==> config.mk <==
export PLATFORM = sky130hd
export DESIGN_NAME = bdc_target_responder
export DESIGN_NICKNAME = d
export VERILOG_FILES = /design/src/rtl/bdc_target_responder.sv
export SDC_FILE = /design/constraint.sdc
export NUM_CORES = 1
export LEC_CHECK = 0
export BUFFER_PORTS_ARGS = -buffer_cell sky130_fd_sc_hd__buf_2
export CELL_PAD_IN_SITES_DETAIL_PLACEMENT = 0
export CELL_PAD_IN_SITES_GLOBAL_PLACEMENT = 1
export CORE_MARGIN = 2
export CORE_UTILIZATION = 42
export DETAILED_ROUTE_END_ITERATION = 8
export PLACE_DENSITY = 0.78
export RECOVER_POWER = 25
export SLEW_MARGIN = 20
export SYNTH_ARGS = -nofsm -noshare
export SYNTH_HDL_FRONTEND = slang
export SYNTH_SLANG_ARGS = --single-unit
==> constraint.sdc <==
create_clock -name clk -period 2.4 [get_ports clk]
set_clock_uncertainty 0.05 [all_clocks]
set_input_delay 0.24 -clock clk [delete_from_list [all_inputs] [get_ports clk]]
set_output_delay 0.24 -clock clk [all_outputs]
set_load 0.1 [all_outputs]
==> src/rtl/bdc_target_responder.sv <==
// BDC target-side responder on the single-wire BKGD line.
// Decodes host low pulses into bits, drives zero bits for a queued transmit
// byte, and answers a host SYNC with the 128-tick target low pulse.
// BKGD is only ever pulled low (open-drain); release means high-Z.
module bdc_target_responder #(
  parameter int BDC_DIV = 4,
  parameter int CNT_W   = 16
) (
  input  logic       clk,
  input  logic       rst_n,
  input  logic       bkgd_in,
  output logic       bkgd_out,
  output logic       bkgd_is_high_z,
  input  logic [7:0] tx_data,
  input  logic       tx_load,
  output logic       tx_busy,
  output logic [7:0] rx_data,
  output logic       rx_valid,
  output logic       sync_seen,
  output logic [3:0] debug
);

  typedef enum logic [2:0] {
    IDLE       = 3'd0,
    LOW        = 3'd1,
    SYNC_WAIT  = 3'd2,
    SYNC_DRIVE = 3'd3,
    WAIT_HIGH  = 3'd4
  } state_t;

  localparam logic [CNT_W-1:0] SAMP_T  = CNT_W'(10 * BDC_DIV);
  localparam logic [CNT_W-1:0] ZERO_T  = CNT_W'(13 * BDC_DIV);
  localparam logic [CNT_W-1:0] WAIT_T  = CNT_W'(16 * BDC_DIV);
  localparam logic [CNT_W-1:0] SYNC_T  = CNT_W'(128 * BDC_DIV);
  localparam logic [CNT_W-1:0] DRV_END = CNT_W'(128 * BDC_DIV - 1);

  state_t           state, state_d;
  logic             s1, s2, prev;
  logic             fall, rise;
  logic [CNT_W-1:0] cnt, cnt_d, cnt_inc;
  logic [2:0]       bit_cnt;
  logic [7:0]       rx_shift, tx_shift;
  logic             samp;
  logic             bit_val;
  logic             accept, commit, sync_hit, do_sample, start_low;
  logic             zero_win;

  assign fall     = ~s2 & prev;
  assign rise     = s2 & ~prev;
  assign bkgd_out = 1'b0;
  assign debug    = {1'b0, state};

  // Two-flop synchronizer plus previous-value flop for edge detection.
  always_ff @(posedge clk or negedge rst_n) begin
    if (!rst_n) begin
      s1   <= 1'b1;
      s2   <= 1'b1;
      prev <= 1'b1;
    end else begin
      s1   <= bkgd_in;
      s2   <= s1;
      prev <= s2;
    end
  end

  // State register.
  always_ff @(posedge clk or negedge rst_n) begin
    if (!rst_n) state <= IDLE;
    else        state <= state_d;
  end

  // Next-state, counter control and BKGD drive decode.
  always_comb begin
    state_d   = state;
    cnt_inc   = (cnt == '1) ? cnt : cnt + 1'b1;
    cnt_d     = cnt;
    accept    = 1'b0;
    commit    = 1'b0;
    sync_hit  = 1'b0;
    do_sample = 1'b0;
    start_low = 1'b0;
    // A rise landing exactly on the sample point sees the line high.
    bit_val   = (cnt == SAMP_T) ? s2 : samp;
    // Pulse length is judged on the count including the rise cycle.
    zero_win  = (state == LOW) && tx_busy && !tx_shift[7] && (cnt < ZERO_T);
    case (state)
      IDLE: begin
        if (fall) begin
          state_d   = LOW;
          cnt_d     = '0;
          start_low = 1'b1;
        end else if (tx_load && (bit_cnt == 3'd0) && !tx_busy) begin
          accept = 1'b1;
        end
      end
      LOW: begin
        cnt_d = cnt_inc;
        if (cnt == SAMP_T) do_sample = 1'b1;
        if (rise) begin
          if (cnt_inc >= SYNC_T) begin
            sync_hit = 1'b1;
            state_d  = SYNC_WAIT;
            cnt_d    = '0;
          end else begin
            commit  = 1'b1;
            state_d = IDLE;
          end
        end
      end
      SYNC_WAIT: begin
        // The sync_seen cycle is the first wait cycle; 16 ticks more follow.
        cnt_d = cnt_inc;
        if (cnt == WAIT_T) begin
          state_d = SYNC_DRIVE;
          cnt_d   = '0;
        end
      end
      SYNC_DRIVE: begin
        cnt_d = cnt_inc;
        if (cnt == DRV_END) begin
          state_d = WAIT_HIGH;
          cnt_d   = '0;
        end
      end
      WAIT_HIGH: begin
        if (s2) state_d = IDLE;
      end
      default: state_d = IDLE;
    endcase
    bkgd_is_high_z = !(zero_win || (state == SYNC_DRIVE));
  end

  // Datapath: shift registers, bit counter, strobes and transmit arming.
  always_ff @(posedge clk or negedge rst_n) begin
    if (!rst_n) begin
      cnt       <= '0;
      bit_cnt   <= 3'd0;
      rx_shift  <= 8'h00;
      tx_shift  <= 8'h00;
      tx_busy   <= 1'b0;
      rx_data   <= 8'h00;
      rx_valid  <= 1'b0;
      sync_seen <= 1'b0;
      samp      <= 1'b1;
    end else begin
      cnt       <= cnt_d;
      rx_valid  <= 1'b0;
      sync_seen <= sync_hit;
      if (start_low)      samp <= 1'b1;
      else if (do_sample) samp <= s2;
      if (accept) begin
        tx_shift <= tx_data;
        tx_busy  <= 1'b1;
      end
      if (commit) begin
        bit_cnt <= bit_cnt + 3'd1;
        if (tx_busy) begin
          tx_shift <= {tx_shift[6:0], 1'b0};
          if (bit_cnt == 3'd7) tx_busy <= 1'b0;
        end else begin
          rx_shift <= {rx_shift[6:0], bit_val};
          if (bit_cnt == 3'd7) begin
            rx_data  <= {rx_shift[6:0], bit_val};
            rx_valid <= 1'b1;
          end
        end
      end
      if (sync_hit) begin
        bit_cnt  <= 3'd0;
        rx_shift <= 8'h00;
        tx_busy  <= 1'b0;
      end
    end
  end

endmodule

Word-level counts from Yosys, hierarchy flattened

Index checks and enable logic that the tools add are counted.

Bits in registers: 52
Output and inout bits: 17
Input port bits: 12

Multiplexer cells: 46
Add/subtract/negate cells: 2
Equality and inequality tests: 15
Reduce and logical (&&, ||, !) cells: 18
Bitwise operators: 5
Order comparisons: 2

Operators with widths:

| kind                                                                                   | count |
|---|---|
| 16-bit 2-to-1 mux                                                                      | 6 |
| 16-bit case mux with 4 select lines                                                    | 1 |
| 1-bit 2-to-1 mux                                                                       | 24 |
| 8-bit 2-to-1 mux                                                                       | 3 |
| 3-bit 2-to-1 mux                                                                       | 7 |
| 7-bit 2-to-1 mux                                                                       | 3 |
| 16-bit by 1-bit adder with 16-bit output (second input constant)                       | 1 |
| 16-bit equality test (second input constant)                                           | 1 |
| 16-bit by 6-bit equality test with 1-bit output (second input constant)                | 1 |
| 16-bit by 7-bit equality test with 1-bit output (second input constant)                | 1 |
| 16-bit by 9-bit equality test with 1-bit output (second input constant)                | 1 |
| 16-bit by 10-bit greater-or-equal comparator with 1-bit output (second input constant) | 1 |
| 16-bit by 6-bit < comparator with 1-bit output (second input constant)                 | 1 |
| 3-bit case mux with 5 select lines                                                     | 1 |
| 2-bit != test (second input constant)                                                  | 5 |
| 3-bit by 2-bit equality test with 1-bit output (second input constant)                 | 2 |
| 3-bit equality test (second input constant)                                            | 2 |
| 3-bit logical NOT                                                                      | 2 |
| 1-bit logical AND                                                                      | 5 |
| 5-bit AND reduction                                                                    | 1 |
| 2-bit AND reduction                                                                    | 2 |
| 2-bit nonzero test                                                                     | 2 |
| 4-bit nonzero test                                                                     | 1 |
| 3-bit by 1-bit adder with 3-bit output (second input constant)                         | 1 |
| 8 further kinds                                                                        | 13 |

Longest topological paths before layout

Gate-level depths: netlist of the first run.

Depth in word-level cells: 11
Depth in mapped cells: 11
Depth with buffers taken out: 9

Worst setup path before layout of the first run

OpenSTA, ideal clock, no wires.

Path kind: register to output
Start: register tx_busy
End: output bkgd_is_high_z
Path buffers: 1
Cell stages (with the launch flop): 4
Path slack: -1.338 ns
Arrival time: 3.448 ns
Required time: 2.110 ns
Cell sequence: dfrtp_1 -> buf_1 -> and4b_1 -> o21ai_0

Longest elaborated chain between the ends: 5

Ends and longest elaborated chain:

| element                        | RTL line | RTL |
|---|---|---|
| from (decl)                    | 16       | `output logic tx_busy,` |
| from (signal assigned)         | 140      | `tx_busy <= 1'b0;` |
| from (signal assigned)         | 153      | `tx_busy <= 1'b1;` |
| from (signal assigned)         | 159      | `if (bit_cnt == 3'd7) tx_busy <= 1'b0;` |
| 1-bit logical AND (3 in a row) | 85       | `zero_win = (state == LOW) && tx_busy && !tx_shift[7] && (cnt < ZERO_T);` |
| 1-bit logical OR               | 130      | `bkgd_is_high_z = !(zero_win \|\| (state == SYNC_DRIVE));` |
| 1-bit logical NOT              | 130      |  |
| to (decl)                      | 13       | `output logic bkgd_is_high_z,` |

Every way passes these cells.

Worst setup path after layout of the first run

Start: register cnt[1]
End: register tx_shift[7]

Longest elaborated chain between the ends: 7
Elaborated cells between the ends (all ways): 8
Those cells by class: add/sub (1); order compare (1); eq/ne (1); mux (5)

Ends and longest elaborated chain:

| element                                                                          | RTL line | RTL |
|---|---|---|
| from (decl)                                                                      | 40       | `logic [CNT_W-1:0] cnt, cnt_d, cnt_inc;` |
| from (signal assigned)                                                           | 146      | `cnt <= cnt_d;` |
| 16-bit by 1-bit adder with 16-bit output or 16-bit equality test (tied branches) | 75       | `cnt_inc = (cnt == '1) ? cnt : cnt + 1'b1;` |
| 16-bit 2-to-1 mux *                                                              | 75       |  |
| 16-bit by 10-bit greater-or-equal comparator with 1-bit output *                 | 100      | `if (cnt_inc >= SYNC_T) begin` |
| 1-bit 2-to-1 mux *                                                               | 100      |  |
| 1-bit 2-to-1 mux *                                                               | 99       | `if (rise) begin` |
| 1-bit 2-to-1 mux *                                                               | 86       | `case (state)` |
| 8-bit 2-to-1 mux *                                                               | 155      | `if (commit) begin` |
| to (signal assigned)                                                             | 152      | `tx_shift <= tx_data;` |
| to (signal assigned)                                                             | 158      | `tx_shift <= {tx_shift[6:0], 1'b0};` |
| to (decl)                                                                        | 42       | `logic [7:0] rx_shift, tx_shift;` |

Every way passes the cells marked *; elsewhere a longest branch is shown, timed or not.
A chain may end at the register's enable or synchronous reset.

==> metrics, run 1 <==
port buffer count 26; synthesized flop and latch total 52; post-synth cell types between 50 and 60; Clock Latency Late Sink approximately 310 ps; gpl congestion between 0.8 and 0.9; Hold WC Path Type input pin to register; clock root buffer clkbuf_8; Initial Util 42.8%; CP arrival roughly 2600 ps; Crit Path Max Fanout 7; WHS Endpoint tx_shift[0]; die area between 0.007 and 0.008 sq mm; Setup WS pre-CTS -136 ps; DRT Pass-1 Iters 4; CTS Buffer Depth 2; Vias/cell between 5 and 6; Post-synth EDFFs 0; largest net degree at the start of global routing 30; dpl hpwl a little under 5000 um; asr flop ratio synth 100%; DRC 0; status finished with violations; Core Footprint between 0.006 and 0.007 sq mm; Final ANT Viol Nets 0; failing checks capacitance limit, slew limit, setup timing; P per Cell Area 818 mW/mm^2; crit start category register; Max Cap Viol 1; total wire length approximately 6900 um; fmax roughly 400 MHz; most frequent cell after synthesis dfrtp_1; Avg WL per Cell around 16 um; Warnings, synthesis 0; Clock Pin Slew Worst Setup and Hold Paths 100 ps; worst hold stages 3; CTS buffer count 5; Die W ~87 um; crit end category register; Tightest Pin Transition 1590 ps; worst setup margin -41.9 ps; setup_tns -355 ps; CTS tree yes; Worst slew margin -5.74%; Crit Path Category register to register; post-synthesis cell area ~0.0029 sq mm; I/O pin cnt 29; Setup violations, final 14; Total Routing Usage GR 19.0%; Yosys top cell area share approximately two fifths; Slew Viols, Final 30; Synth area leader dfrtp_1; number of global-route vias before repair 2277; Reg2Reg Launch Point cnt[1]; share of cells above drive strength 1 42.5%; Crit. Startpoint cnt[1]; Worst Path Required around 2500 ps; Synth Area per Inst about 10 sq um; Sink Count between 50 and 60; WHS between 150 and 200 ps; # rows 30; P_leak about 0.0017 uW; dpl cells a little over 400; Reg-to-Reg End tx_shift[7]; Worst VDD drop roughly 0.43 mV; 1st-iter DRT viols 93; synth top area cells dfrtp_1 (42%), mux2_2 (6.3%), o21ai_0 (4.7%); via count about 2.4k; first-pass GRT wire length 11300 um; Hold Startpoint tx_data[0]; Synth top cells by count dfrtp_1 (48), o21ai_0 (27), nand2_1 (20), mux2_2 (16), nor2_1 (16); die height 86.7 um; CTS H-Tree Depth 2; fin cells about 430; min Tclk post-route roughly 2400 ps; initial antenna violation count 0; sequential share of the synthesized area 45.4%; Syn-to-layout area delta 29.6%; diode count 0; FF-to-FF path depth 9; Congestion Overflow GR 0; Fin. Hold Viols 0; top_reg_cell synth dfrtp_1; Cells after Synth around 280; period utilization 102%; nets between 300 and 400; reg2reg setup slack -40 ps; RSZ-0062 raised after global routing yes
## where the power goes
| part | leakage, uW | internal [uW] | total, uW | switching (uW) |
|---|---|---|---|---|
| Sequential | 0.000674 | 1030 | 1180 | 146 |
| Clock | 0.0000614 | 341 | 644 | 302 |
| Combinational | 0.000985 | 560 | 1230 | 668 |
| Total | 0.00172 | 1930 | 3050 | 1120 |
## sequential cells by signal, summed over array words and instances, names as in the netlist
register   cells
s1             1
s2             1
prev           1
cnt           16
tx_busy        1
tx_shift       8
sync_seen      1
samp           1
rx_valid       1
rx_shift       7
rx_data        8
bit_cnt        3
state          3
## worst max-delay path by stage
stage                endpoint  cells after the start
3_3_place_gp           cnt[5]                      7
5_1_grt           rx_shift[6]                      9
3_5_place_dp      rx_shift[0]                      9
6_report          tx_shift[7]                      9
2_1_floorplan     tx_shift[1]                      5
4_1_cts        bkgd_is_high_z                      6
## timing repair
| action | 4_1_cts | 5_1_grt |
|---|---|---|
| buffers inserted | 6 | 4 |
| hold buffers | 2 | 0 |
| pin swaps | 4 | 12 |
| endpoints found under the setup margin | 36 | 38 |
| gates resized for setup | 9 | 36 |
| endpoints found under the hold margin | 26 | 0 |
## critical path, stage by stage (launching register included)
cell and delay (ps):
dfrtp_1 440, nand4_1 140, buf_6 160, nor4_4 340, xnor2_1 170, o211ai_2 160, nor3b_2 210, buf_4 160
nand3_4 160, mux2_4 340
## stage by stage
stage	area [sq um]	power (uW)	utilization [%]
3_3_place_gp	3330	2240	49.6
5_1_grt	3730	3220	55.5
2_1_floorplan	2920	1930	-
3_5_place_dp	3330	2270	49.6
6_report	3730	3050	55.5
4_1_cts	3570	2940	53.1
## cell usage in the layout, fill, tap and decap left out, types with 6 or more instances in the layout
master    netlist  routed
o21ai_2         0       7
clkbuf_8        0       6
a22o_1         11      11
inv_1          15      15
nor2_1         16      14
nand4_1         6       6
a21oi_1        11      11
o21ai_0        27      18
buf_4           3      45
mux2_2         16      16
nand2_1        20      20
dfrtp_1        48      41
buf_2          10      24
mux2_4          7       7
nor3_1          8       6
nand3_1        11      11
## per-layer routing
metal | global-route usage [%] | part of all wire [%]
met1 | 26.9 | 47
met2 | 30.4 | 48
met3 | 2.95 | 3.3
met4 | 5.26 | 1.0
met5 | 0 | 0
## kinds of logic after synthesis
logic type	after synthesis	synth area share (%)
compound gates	71	16.4
xor+xnor	2	0.609
fa+ha+maj	5	2.18
buf+inv	34	5.31
flops	52	45.4
mux	27	11.3
other cells	1	0.130
simple gates	89	18.6
## cell type report
cell class,instances,area [sq um]
fill,587,2990
multi-input combinational,196,1590
sequential,52,1320
timing repair buffer,77,538
tap,80,100
clock buffer,6,82.6
inverter,15,56.3
clock inverter,2,38.8
Power figures use the tool's default switching activity.
==> run 2, diff against run 1 <==
--- a/config.mk
+++ b/config.mk
@@ -13,6 +13,7 @@
 export DETAILED_ROUTE_END_ITERATION = 8
 export PLACE_DENSITY = 0.78
 export RECOVER_POWER = 25
+export SKIP_CTS_REPAIR_TIMING = 1
 export SLEW_MARGIN = 20
 export SYNTH_ARGS = -nofsm -noshare
 export SYNTH_HDL_FRONTEND = slang
==> run 2 against run 1 <==
Compared with the run above:
- clock power barely moved
- sequential share of layout area rose by 0.54 points
- the run still ends with capacitance limit, slew limit, setup timing left
- fmax fell by 0.17%
- hold slack improved by 0.98 ps
==> metrics, run 2 (same netlist as run 1, synthesis figures left out) <==
Total Routing Usage GR ~19%; commonest non-fill, non-tap cell in the layout buf_4; dpl hpwl a little under 5000 um; status finished with violations; slowest stage cell on the critical path dfrtp_2; Fin. Hold Viols 0; crit end category register; Worst VDD drop about 0.42 mV; Sink Count 52; port buffer count 26; Clock Latency Late Sink ~310 ps; I/O pin cnt 29; overall power approximately 3000 uW; CTS Buffer Depth 2; die height 86.7 um; Layout Utilization a little over half; crit start category register; die area around 0.0075 sq mm; Clock Pin Slew Worst Setup and Hold Paths approximately 100 ps; failing checks capacitance limit, slew limit, setup timing; biggest regs cnt x16, rx_data x8, tx_shift x8; Core Footprint 0.00672 sq mm; CP top delay family simple AND/OR/NAND/NOR gates; WP buf/inv 0; Avg WL per Cell between 15 and 20 um; Vias/cell roughly 5.6; first-pass GRT wire length roughly 11000 um; 1st-iter DRT viols a little over 90; min Tclk post-route approximately 2400 ps; period utilization 102%; WHS ~190 ps; Worst slew margin -6.16%; Setup violations, final 12; diode count 0; total wire length 6940 um; Tightest Pin Transition approximately 1600 ps; CP arrival roughly 2600 ps; Max Cap Viol 1; max incr delay on CP roughly 470 ps; worst setup margin -46.0 ps; Crit Path Max Fanout 7; CTS H-Tree Depth 2; Slew Viols, Final 30; DRC 0; CTS buffer count 5; Congestion Overflow GR 0; gpl congestion a little under 0.9; Final ANT Viol Nets 0; Syn-to-layout area delta 27.8%; Initial Util a little over two fifths; P per Cell Area slightly above 800 mW/mm^2; cells along the critical path nand4_4, nor4_4, mux2i_2, nand2_1, o31a_1, or3_1, o21ai_1; CTS tree yes; fmax 409 MHz; P_leak roughly 0.0017 uW; number of global-route vias before repair roughly 2.2k; nets between 300 and 400; DRT Pass-1 Iters 4; RSZ-0062 raised after global routing yes; commonest cells after routing, fill and taps aside buf_4 (48), dfrtp_1 (40), o21ai_0 (25); max reg flops 16; Worst Path Required roughly 2600 ps; Crit Path Category register to register; via count approximately 2.4k; # rows 30; Die W a little under 90 um; dpl cells 408; clock root buffer clkbuf_8; share of cells above drive strength 1 40.8%; largest net degree at the start of global routing 30; fin cells 426; Top reg by flops cnt; Setup WS pre-CTS -136 ps; initial antenna violation count 0; Hold WC Path Type input pin to register
## run 2: final cells by class
cell class,instances,area (sq um)
clock inverters,2,38.8
inverters,15,56.3
fillers,588,3040
multi-input cells,196,1570
clock buffers,6,82.6
well taps,80,100
flip-flops and latches,52,1320
repair buffers,75,504
## run 2: routing by layer
| layer | track usage [%] | wire length (um) | share of wire [%] |
|---|---|---|---|
| met4 | 5.68 | 108 | 1.6 |
| met1 | 26.4 | 3260 | 47 |
| met2 | 29.2 | 3340 | 48 |
| met3 | 3.05 | 230 | 3.3 |
| met5 | 0 | 0 | 0 |
## run 2: worst paths after layout
kind	startpoint	end	slack [ps]	depth (start not counted)
max in group asynchronous	rst_n	state[1]	350	2
worst max-delay path	cnt[9]	cnt[10]	-50	7
min in group asynchronous	rst_n	tx_shift[4]	820	2
worst min register to register	s1	s2	320	0
worst max register to register	cnt[9]	cnt[10]	-50	7
worst min-delay path	tx_data[0]	tx_shift[0]	190	3
## run 2: through the flow
step | setup TNS, ps | instance area [sq um]
final | -304 | 3670
after global routing | -2970 | 3670
after CTS | -3080 | 3450
after detailed placement | -2110 | 3330
after global placement | -1690 | 3330
after floorplan | 0 | 2920
## run 2: worst reg2reg max path, delay by kind of cell (launching register included)
| family | cells | cell delay (ps) |
|---|---|---|
| and+or+nand+nor | 4 | 1020 |
| AOI/OAI and AO/OA | 2 | 500 |
| DFF | 1 | 470 |
| muxes | 1 | 350 |
## run 2: report_power, final
part,total [uW],internal [uW],leakage [uW],switching (uW)
registers,1170,1030,0.000672,143
clock network,644,341,0.0000614,302
logic,1140,507,0.000964,635
total,2960,1880,0.00170,1080
==> run 3, diff against run 2 <==
--- a/config.mk
+++ b/config.mk
@@ -5,11 +5,12 @@
 export SDC_FILE = /design/constraint.sdc
 export NUM_CORES = 1
 export LEC_CHECK = 0
+export ABC_AREA = 1
 export BUFFER_PORTS_ARGS = -buffer_cell sky130_fd_sc_hd__buf_2
 export CELL_PAD_IN_SITES_DETAIL_PLACEMENT = 0
 export CELL_PAD_IN_SITES_GLOBAL_PLACEMENT = 1
 export CORE_MARGIN = 2
-export CORE_UTILIZATION = 42
+export CORE_UTILIZATION = 40
 export DETAILED_ROUTE_END_ITERATION = 8
 export PLACE_DENSITY = 0.78
 export RECOVER_POWER = 25
==> run 3 against run 2 <==
Compared with the run above:
- the run now ends clean
- worst setup slack improved by 150 ps
- critical path depth decreased by 3
- non-clock buffer count down 36
- sequential power is 8% higher
- largest cell class unchanged
- highest routed layer unchanged
==> metrics, run 3 <==
crit end category output pin; top_reg_cell synth dfrtp_1; synthesized flop and latch total 52; Crit. Startpoint tx_busy; Avg WL per Cell between 10 and 15 um; fillers ~750; Die W 91.5 um; Setup WS pre-CTS ~180 ps; Placed Area roughly 0.0034 sq mm; Synth Area per Inst approximately 7.8 sq um; WHS 190 ps; dpl cells 523; CTS H-Tree Depth 2; Congestion Overflow GR 0; largest net degree at the start of global routing 53; P per Cell Area approximately 900 mW/mm^2; post-synth cell types 38; FF-to-FF path depth 12; commonest cells after routing, fill and taps aside nand2_1 (133), dfrtp_1 (40), inv_1 (36), nand3_1 (36); Final ANT Viol Nets 0; period utilization about 96%; fin cells ~530; Tightest Pin Transition 1310 ps; die height around 91 um; DRC 0; crit start category register; Worst slew margin approximately an eighth; Post-synth EDFFs 0; Sink Count 52; Max Cap Viol 0; DRT Pass-1 Iters 5; Synth top cells by count nand2_1 (133), dfrtp_1 (48), nand3_1 (37), inv_1 (36), nor2_1 (26); initial antenna violation count 0; Core Footprint between 0.007 and 0.008 sq mm; multi-input combinational cell area about 0.0016 sq mm; Initial Util about two fifths; min Tclk post-route around 2300 ps; commonest non-fill, non-tap cell in the layout nand2_1; Vias/cell about 5.0; total wire length roughly 7300 um; Worst Path Required around 2100 ps; post-synthesis cell area 0.00306 sq mm; worst hold stages 4; Clock Latency Late Sink roughly 320 ps; slowest stage cell on the critical path dfrtp_2; gpl congestion a little under 0.9; WP buf/inv 2; biggest regs cnt x16, rx_data x8, tx_shift x8; cells along the critical path inv_1, nor3_1, a31oi_4, buf_2; first-pass GRT wire length about 12000 um; asr flop ratio synth 100%; Hold WC Path Type input pin to register; clock root buffer clkbuf_8; Warnings, synthesis 0; Synth area leader dfrtp_1; Crit Path Max Fanout 13; CTS tree yes; Total Routing Usage GR a little under a fifth; port buffer count 26; 1st-iter DRT viols around 180; Clock Pin Slew Worst Setup and Hold Paths 100 ps; P_leak 0.00180 uW; Fin. Hold Viols 0; Setup violations, final 0; RSZ-0062 raised after global routing yes; Final Cell Area about 0.0035 sq mm; I/O pin cnt 29; Reg2Reg Launch Point cnt[0]; Syn-to-layout area delta 15.9%; synth top area cells dfrtp_1 (39%), nand2_1 (16%), nand3_1 (6.1%); number of global-route vias before repair around 2.6k; max incr delay on CP roughly 610 ps; share of cells above drive strength 1 a little under a quarter; Top reg by flops cnt; CP top delay family flip-flops; Hold Startpoint tx_data[6]; CTS Buffer Depth 2; Yosys top cell area share between 30% and 40%; CP arrival 2010 ps; diode count 0; Seq. cell area 0.00132 sq mm; max reg flops 16; Crit Path Category register to output pin; die area 0.00836 sq mm; fmax between 400 and 500 MHz; nets about 450; # rows 31; WP depth 4; Cells after Synth about 390; via count around 2.7k; most frequent cell after synthesis nand2_1; Slew Viols, Final 0; Layout Utilization 48.4%; dpl hpwl ~5300 um; sequential share of the synthesized area 42.7%; Worst VDD drop ~0.76 mV; worst setup margin roughly 100 ps; CTS buffer count 5; reg2reg setup slack 230 ps; status complete, no violations
-- run 3: cell count changes in the layout (fill, tap and decap cells not counted), moves of 6 or more --
| cell | change |
|---|---|
| a21oi_1 | -6 |
| a22o_1 | -11 |
| buf_4 | -37 |
| inv_1 | +21 |
| mux2_2 | -8 |
| mux2_4 | -7 |
| nand2_1 | +113 |
| nand3_1 | +25 |
| nor2_1 | +12 |
| nor2_4 | +6 |
-- run 3: final timing paths --
kind | endpoint
max in group asynchronous | cnt[3]
hold reg to reg | s2
min in group asynchronous | sync_seen
hold / removal | tx_shift[6]
setup / recovery | bkgd_is_high_z
setup reg to reg | cnt[2]
-- run 3: cell families after synthesis --
group	after synthesis	synth area share (%)
and+or+nand+nor	237	36.9
DFF	52	42.7
buffers and inverters	48	6.83
AOI/OAI and AO/OA	39	7.65
muxes	8	2.94
adders and majority gates	5	2.04
xor gates and xnor gates	3	0.859
other	1	0.123
-- run 3: layer usage --
metal,wire length (um),GRT usage (%),part of all wire [%]
met1,3660,25.9,50
met2,3350,29.4,46
met3,251,2.74,3.4
met4,68,3.79,0.93
met5,0,0,0
-- run 3: final cells by class --
type                            count  area share [%]
Inverter                           40            4.23
Clock buffer                        5            1.94
Multi-Input combinational cell    296            45.5
Tap cell                           99            3.49
Timing Repair Buffer               39            6.42
Clock inverter                      3            1.31
Sequential cell                    52            37.1
-- run 3: power breakdown --
group	switching (uW)	leakage [uW]	internal, uW	total (uW)
clock network	327	0.0000600	317	644
registers	188	0.000672	1070	1260
logic	882	0.00107	399	1280
-- run 3: worst reg2reg max path: cells and delay by family, from the launching register on --
family / cells / cell delay (ps)
buffers and inverters: 2 / 160
and+or+nand+nor: 8 / 970
AOI/OAI and AO/OA: 1 / 280
adders and majority gates: 1 / 220
DFF: 1 / 450
-- run 3: metrics by stage --
| stage | TNS, ps | total power (uW) |
|---|---|---|
| floorplan | 0 | 2190 |
| global placement | 0 | 2480 |
| detailed placement | 0 | 2510 |
| CTS | 0 | 3160 |
| global route | -19.6 | 3400 |
| finish | 0 | 3180 |
